$ cat src/rtl/transit_pkg.sv
// Shared types for the transport/bus/train window sequencer.
package transit_pkg;

  localparam int unsigned CNT_W_DEF = 8;

  typedef logic [CNT_W_DEF+1:0] cnt_t;

  typedef enum logic [1:0] {StIdle, StRun, StDone} state_e;

  typedef struct packed {
    logic [CNT_W_DEF-1:0] pre;
    logic [CNT_W_DEF-1:0] bus_len;
    logic [CNT_W_DEF-1:0] skew;
    logic [CNT_W_DEF-1:0] train_len;
    logic [CNT_W_DEF-1:0] post;
  } cfg_t;

  // Total run length T = pre + max(bus_len, skew + train_len) + post.
  function automatic cnt_t run_len(input cfg_t c);
    cnt_t b;
    cnt_t st;
    cnt_t e;
    b  = cnt_t'(c.bus_len);
    st = cnt_t'(c.skew) + cnt_t'(c.train_len);
    e  = (b > st) ? b : st;
    return cnt_t'(c.pre) + e + cnt_t'(c.post);
  endfunction

endpackage

$ cat src/rtl/transit_window.sv
// Registered window level: high when t falls inside [start, start+len).
module transit_window
  import transit_pkg::*;
#(
  parameter int unsigned W = CNT_W_DEF + 2
) (
  input  logic         clk,
  input  logic         rst,
  input  logic         en,
  input  logic [W-1:0] t,
  input  logic [W-1:0] start,
  input  logic [W-1:0] len,
  output logic         level
);

  logic level_d, level_q;

  always_comb begin
    level_d = en && (t >= start) && (t < start + len);
  end

  always_ff @(posedge clk) begin
    if (rst) level_q <= 1'b0;
    else     level_q <= level_d;
  end

  assign level = level_q;

endmodule

$ cat src/rtl/transit_window_gen.sv
// Sequencer producing nested transport/bus/train windows plus a predicted match strobe.
module transit_window_gen
  import transit_pkg::*;
#(
  parameter int unsigned CNT_W = CNT_W_DEF
) (
  input  logic             clk,
  input  logic             rst,
  input  logic             start,
  input  logic             abort,
  input  logic [CNT_W-1:0] cfg_pre,
  input  logic [CNT_W-1:0] cfg_bus_len,
  input  logic [CNT_W-1:0] cfg_skew,
  input  logic [CNT_W-1:0] cfg_train_len,
  input  logic [CNT_W-1:0] cfg_post,
  output logic             transport,
  output logic             bus,
  output logic             train,
  output logic             busy,
  output logic             done,
  output logic             aborted,
  output logic             match_exp,
  output logic [15:0]      run_cnt
);

  if (CNT_W != CNT_W_DEF) begin : g_bad_width
    $error("transit_window_gen: CNT_W must equal transit_pkg::CNT_W_DEF");
  end

  state_e      state_q, state_d;
  cnt_t        t_q, t_d;
  cfg_t        cfg_q, cfg_d, cfg_in;
  logic        busy_q, busy_d;
  logic        done_q, done_d;
  logic        aborted_q, aborted_d;
  logic        match_q, match_d;
  logic [15:0] run_cnt_q, run_cnt_d;
  logic        win_en;

  assign cfg_in = '{pre: cfg_pre, bus_len: cfg_bus_len, skew: cfg_skew,
                    train_len: cfg_train_len, post: cfg_post};

  always_comb begin
    state_d   = state_q;
    t_d       = t_q;
    cfg_d     = cfg_q;
    aborted_d = 1'b0;
    unique case (state_q)
      StIdle: begin
        if (start) begin
          cfg_d   = cfg_in;
          t_d     = '0;
          state_d = (run_len(cfg_in) == '0) ? StDone : StRun;
        end
      end
      StRun: begin
        if (abort) begin
          state_d   = StIdle;
          aborted_d = 1'b1;
        end else if (t_q == run_len(cfg_q) - cnt_t'(1)) begin
          state_d = StDone;
        end else begin
          t_d = t_q + cnt_t'(1);
        end
      end
      StDone:  state_d = StIdle;
      default: state_d = StIdle;
    endcase
  end

  // Outputs are registered from next-state values so they line up with t_q.
  always_comb begin
    win_en    = (state_d == StRun);
    busy_d    = win_en;
    done_d    = (state_d == StDone);
    match_d   = win_en && (cfg_d.skew == '0) && (cfg_d.bus_len == cfg_d.train_len) &&
                (cfg_d.bus_len != '0) &&
                (t_d == cnt_t'(cfg_d.pre) + cnt_t'(cfg_d.bus_len) - cnt_t'(1));
    run_cnt_d = (done_d && run_cnt_q != 16'hFFFF) ? run_cnt_q + 16'd1 : run_cnt_q;
  end

  always_ff @(posedge clk) begin
    if (rst) begin
      state_q   <= StIdle;
      t_q       <= '0;
      cfg_q     <= '0;
      busy_q    <= 1'b0;
      done_q    <= 1'b0;
      aborted_q <= 1'b0;
      match_q   <= 1'b0;
      run_cnt_q <= '0;
    end else begin
      state_q   <= state_d;
      t_q       <= t_d;
      cfg_q     <= cfg_d;
      busy_q    <= busy_d;
      done_q    <= done_d;
      aborted_q <= aborted_d;
      match_q   <= match_d;
      run_cnt_q <= run_cnt_d;
    end
  end

  transit_window u_transport (
    .clk   (clk),
    .rst   (rst),
    .en    (win_en),
    .t     (t_d),
    .start ('0),
    .len   (run_len(cfg_d)),
    .level (transport)
  );

  transit_window u_bus (
    .clk   (clk),
    .rst   (rst),
    .en    (win_en),
    .t     (t_d),
    .start (cnt_t'(cfg_d.pre)),
    .len   (cnt_t'(cfg_d.bus_len)),
    .level (bus)
  );

  transit_window u_train (
    .clk   (clk),
    .rst   (rst),
    .en    (win_en),
    .t     (t_d),
    .start (cnt_t'(cfg_d.pre) + cnt_t'(cfg_d.skew)),
    .len   (cnt_t'(cfg_d.train_len)),
    .level (train)
  );

  assign busy      = busy_q;
  assign done      = done_q;
  assign aborted   = aborted_q;
  assign match_exp = match_q;
  assign run_cnt   = run_cnt_q;

endmodule

$ cat config.mk
export PLATFORM = sky130hd
export DESIGN_NAME = transit_window_gen
export DESIGN_NICKNAME = d
export VERILOG_FILES = /design/src/rtl/transit_pkg.sv /design/src/rtl/transit_window.sv /design/src/rtl/transit_window_gen.sv
export SDC_FILE = /design/constraint.sdc
export NUM_CORES = 1
export LEC_CHECK = 0
export ABC_AREA = 1
export ABC_CLOCK_PERIOD_IN_PS = 8600
export CORE_ASPECT_RATIO = 0.75
export CORE_MARGIN = 4
export CORE_UTILIZATION = 61
export DETAILED_ROUTE_END_ITERATION = 16
export PLACE_DENSITY = 0.83
export SLEW_MARGIN = 40
export SYNTH_ARGS = -nofsm -noshare
export SYNTH_HDL_FRONTEND = slang
export SYNTH_SLANG_ARGS = --single-unit
$ cat constraint.sdc
create_clock -name clk -period 8.6 [get_ports clk]
set_clock_uncertainty 0.1 [all_clocks]
set_input_delay 0.86 -clock clk [delete_from_list [all_inputs] [get_ports clk]]
set_output_delay 0.86 -clock clk [all_outputs]
set_load 0.02 [all_outputs]
==> results list <==
- The number of hold violations in the final report is 0.
- Via count of the first global-routing pass: between 8000 and 9000
* Congestion Overflow GR: 0
- Synthesis inferred 75 register bits.
- After detailed routing, the number of remaining DRC violations is 0.
* Most Frequent Cell on Critical Path: nand2_1
* Flop-to-flop setup slack: just over 0.8 ns
- The layout has 1235 filler cells.
- Count of yosys warnings during synthesis: 0
* Deepest clock path buffer count: 2
- From synthesis to final layout, the design area changed by 12.1%.
* Detailed-routing iteration count for the pre-antenna-repair pass: 6
- Unrepaired setup endpoints after global routing: false
* Critical-path maximum fanout: 11
* Relative slew slack: 47.0%
- In this run the number of H-tree levels came out at 3.
- The total count of max-transition violations in the final report is 0.
- Cell count of the worst hold path: 2
- Arr. time, crit path: 7.92 ns
- Number of nets with antenna violations after routing: 0
- The worst register-to-register path ends at u_bus.level$_SDFF_PP0_.
- The detailed router placed slightly below 9000 vias in this run.
- Syn Area/Cell: between 6 and 7 um2
- Number of nets in the layout: 1626
- Adding up every negative setup slack in the final design gives 0 ns.
* Clk slew on worst S/H paths: approximately 0.070 ns
- Cell count after synthesis: approximately 1300
- Entering global routing, the biggest net connects 62 pins.
- Data required time of the worst path: slightly below 9 ns
* Share of flip-flops with an asynchronous set or reset after synthesis: 0%
- Buffers placed on the I/O ports in this run total 66.
* Share of the yosys chip area belonging to registers: 16.4%
- Pin placement for this block handled between 60 and 70 I/O pins.
- In this run the post-CTS setup repair buffer count came out at 0.
- Worst reg2reg path startpoint: cfg_q[8]$_SDFF_PP0_
- Horizontal die dimension: ~150 um
- Floorplan row count: 38
- The min-delay analysis places its worst path in the category reg2reg.
- The number of nets handed over by synthesis was approximately 1600.
- Largest stage delay on the critical path: 0.48 ns
* CTS Buf Count: 9
* Detailed Route Iter0 Violations: 739
- Leading register cell type out of synthesis: dfxtp_1
* Area of the mapped netlist: between 9000 and 10000 um2
- Leak Pwr: 5.47 nW
* Outcome: completed
- The final critical path takes up 90.4% of the cycle.
* Power after layout: ~2.3 mW
- # setup viols final: 0
- Die boundary height: roughly 110 um
* Highest ir drop seen on vdd: approximately 0.14 mV
- Post-synth EDFFs: 0
- Detailed placement ended at an HPWL of between 20000 and 25000 um.
- Of the cells placed in the final design, the portion with a size suffix greater than 1 is ~5.0%.
* Origin of the worst setup path: cfg_q[8]$_SDFF_PP0_
* Effective utilization at floorplan: 62.7%
- Distinct cells, synth: 47
* Critical path endpoint category: register
- Average routed wire per standard cell: 15.4 um
- Using the TritonRoute via totals, the vias-per-cell ratio works out to around 5.4.
* Power density over the cells: 222 nW/um2
- The region available for standard cell placement spans ~15000 um2.
- MaxCap Viol Count: 0
- The repair_antennas step left the layout with diodes totalling 0.
- Number of instances resized during post-cts repair: 0
- For this block, the routed nets add up to 24700 um of wire.
* Maximum operating frequency: 0.129 GHz
- Subtracting the final worst setup slack from the clock period gives ~8 ns.
* Slowest stage cell, crit path: fa_1
* Antenna violations before repair: 0
- The number of hold buffers added after CTS was 0.
- The tree built by TritonCTS fans out to 75 sinks.
- Area enclosed by the die boundary: 17000 um2
* Total routing usage reported by global routing: 30.0%
- Buffer type at the clock tree root: clkbuf_16
* Startpoint class of the critical path: register
- Destination of the critical timing path: u_bus.level$_SDFF_PP0_
- Worst reg-to-reg path cell count: 41
- Transition time at the pin with the least slew margin: slightly below 0.8 ns
* GPL Wtd Cong: about 0.98
* Wire length of the first global-routing pass: a little over 40000 um
- Source-to-sink clock delay at the later pin of the worst-skew pair: 0.36 ns
- The worst setup path is of the reg2reg kind.
- TritonCTS built the clock tree.
through the flow:
stage / util [%] / instance area, um2 / worst slack [ns] / hold slack, ns / instances
6_report: 70.2 / 10200 / 0.828 / 0.386 / 1602
5_1_grt: 70.2 / 10200 / 0.224 / 0.426 / 1602
4_1_cts: 70.2 / 10200 / 0.929 / 0.384 / 1602
3_5_place_dp: 68.4 / 9980 / 0.717 / 0.374 / 1586
3_3_place_gp: 68.3 / 9970 / 0.989 / 0.361 / 1585
2_1_floorplan: - / 9150 / 2.00 / 0.366 / 1335
cells in the mapped netlist, types with 2 or more instances:
| library cell | count | share of area [%] |
|---|---|---|
| fa_1 | 32 | 7.0 |
| or2_2 | 2 | 0.14 |
| nand3_2 | 6 | 0.66 |
| xnor2_1 | 19 | 1.8 |
| o31ai_1 | 2 | 0.16 |
| nand2_1 | 275 | 11 |
| nor2_1 | 121 | 5.0 |
| nor3_1 | 10 | 0.55 |
| xor2_1 | 31 | 3.0 |
| inv_2 | 3 | 0.12 |
| nand4_2 | 2 | 0.27 |
| o21a_1 | 4 | 0.33 |
| a21o_1 | 7 | 0.57 |
| nand2_2 | 12 | 0.82 |
| o21ai_1 | 14 | 0.77 |
| clkbuf_1 | 13 | 0.53 |
| o211ai_1 | 5 | 0.41 |
| nand4_1 | 16 | 1.1 |
| nor4_1 | 8 | 0.55 |
| o21ai_2 | 8 | 0.77 |
| a21oi_1 | 96 | 5.3 |
| nand3b_1 | 3 | 0.25 |
| nand3_1 | 55 | 3.0 |
| dfxtp_1 | 75 | 16 |
| ha_1 | 153 | 21 |
| inv_1 | 254 | 10 |
| o21ai_0 | 63 | 3.4 |
| nor2_2 | 6 | 0.41 |
| buf_6 | 5 | 0.62 |
| xnor2_2 | 2 | 0.36 |
| a21boi_0 | 4 | 0.33 |
| o21bai_1 | 11 | 0.90 |
| buf_2 | 4 | 0.22 |
layer usage:
layer	GRT usage [%]	part of all wire (%)	vias up
met3	5.68	8.1	36
met1	42.5	46	3911
li1	-	-	4407
met2	47.4	44	306
met4	7.56	1.8	0
met5	0	0	-
power by group:
| group | leakage [nW] | switching, mW | total (mW) | internal, mW |
|---|---|---|---|---|
| clock | 0.130 | 0.169 | 0.366 | 0.197 |
| combinational | 4.73 | 0.939 | 1.54 | 0.599 |
| sequential | 0.614 | 0.00889 | 0.373 | 0.364 |
layout make-up:
cell class	instances	area, um2	share of cell area [%]
timing repair buffer	73	706	6.89
multi-input combinational	981	6560	64.0
sequential	75	1500	14.7
clock buffer	11	233	2.27
clock inverter	5	38.8	0.378
tap	200	250	2.44
inverter	257	965	9.41
worst min-delay path by stage:
stage,startpoint,endpoint
global route,run_cnt[5]$_SDFFE_PP0P_,run_cnt[5]$_SDFFE_PP0P_
global placement,run_cnt[5]$_SDFFE_PP0P_,run_cnt[5]$_SDFFE_PP0P_
CTS,run_cnt[5]$_SDFFE_PP0P_,run_cnt[5]$_SDFFE_PP0P_
finish,run_cnt[5]$_SDFFE_PP0P_,run_cnt[5]$_SDFFE_PP0P_
detailed placement,run_cnt[5]$_SDFFE_PP0P_,run_cnt[5]$_SDFFE_PP0P_
floorplan,cfg_q[15]$_SDFF_PP0_,cfg_q[15]$_SDFF_PP0_
placed cells by master (no fill, tap or decap), types with 16 or more instances in the layout:
master,count
a21oi_1,96
clkdlybuf4s50_1,65
dfxtp_1,75
fa_1,32
ha_1,153
inv_1,254
nand2_1,275
nand3_1,55
nand4_1,16
nor2_1,121
o21ai_0,63
xnor2_1,19
xor2_1,31
state kept, by name (all words and copies together), names as in the netlist:
| name | flops |
|---|---|
| u_train.level | 1 |
| run_cnt | 16 |
| match_exp | 1 |
| aborted | 1 |
| u_bus.level | 1 |
| state_q | 2 |
| done | 1 |
| u_transport.level | 1 |
| cfg_q | 40 |
| busy | 1 |
| t_q | 10 |
cells by family after synthesis:
kind of cell	Yosys count	synth area share, %
fa+ha+maj	185	27.9
buf+inv	279	11.9
xor+xnor	54	5.62
simple gates	519	24.3
compound gates	223	13.8
flops	75	16.4
critical path, delay by kind of cell, from the launching register on:
kind | cells | cell delay, ns
compound gates | 15 | 2.59
xor+xnor | 1 | 0.34
fa+ha+maj | 7 | 2.34
buf+inv | 5 | 0.72
flops | 1 | 0.34
simple gates | 13 | 1.20
Power figures use the tool's default switching activity.
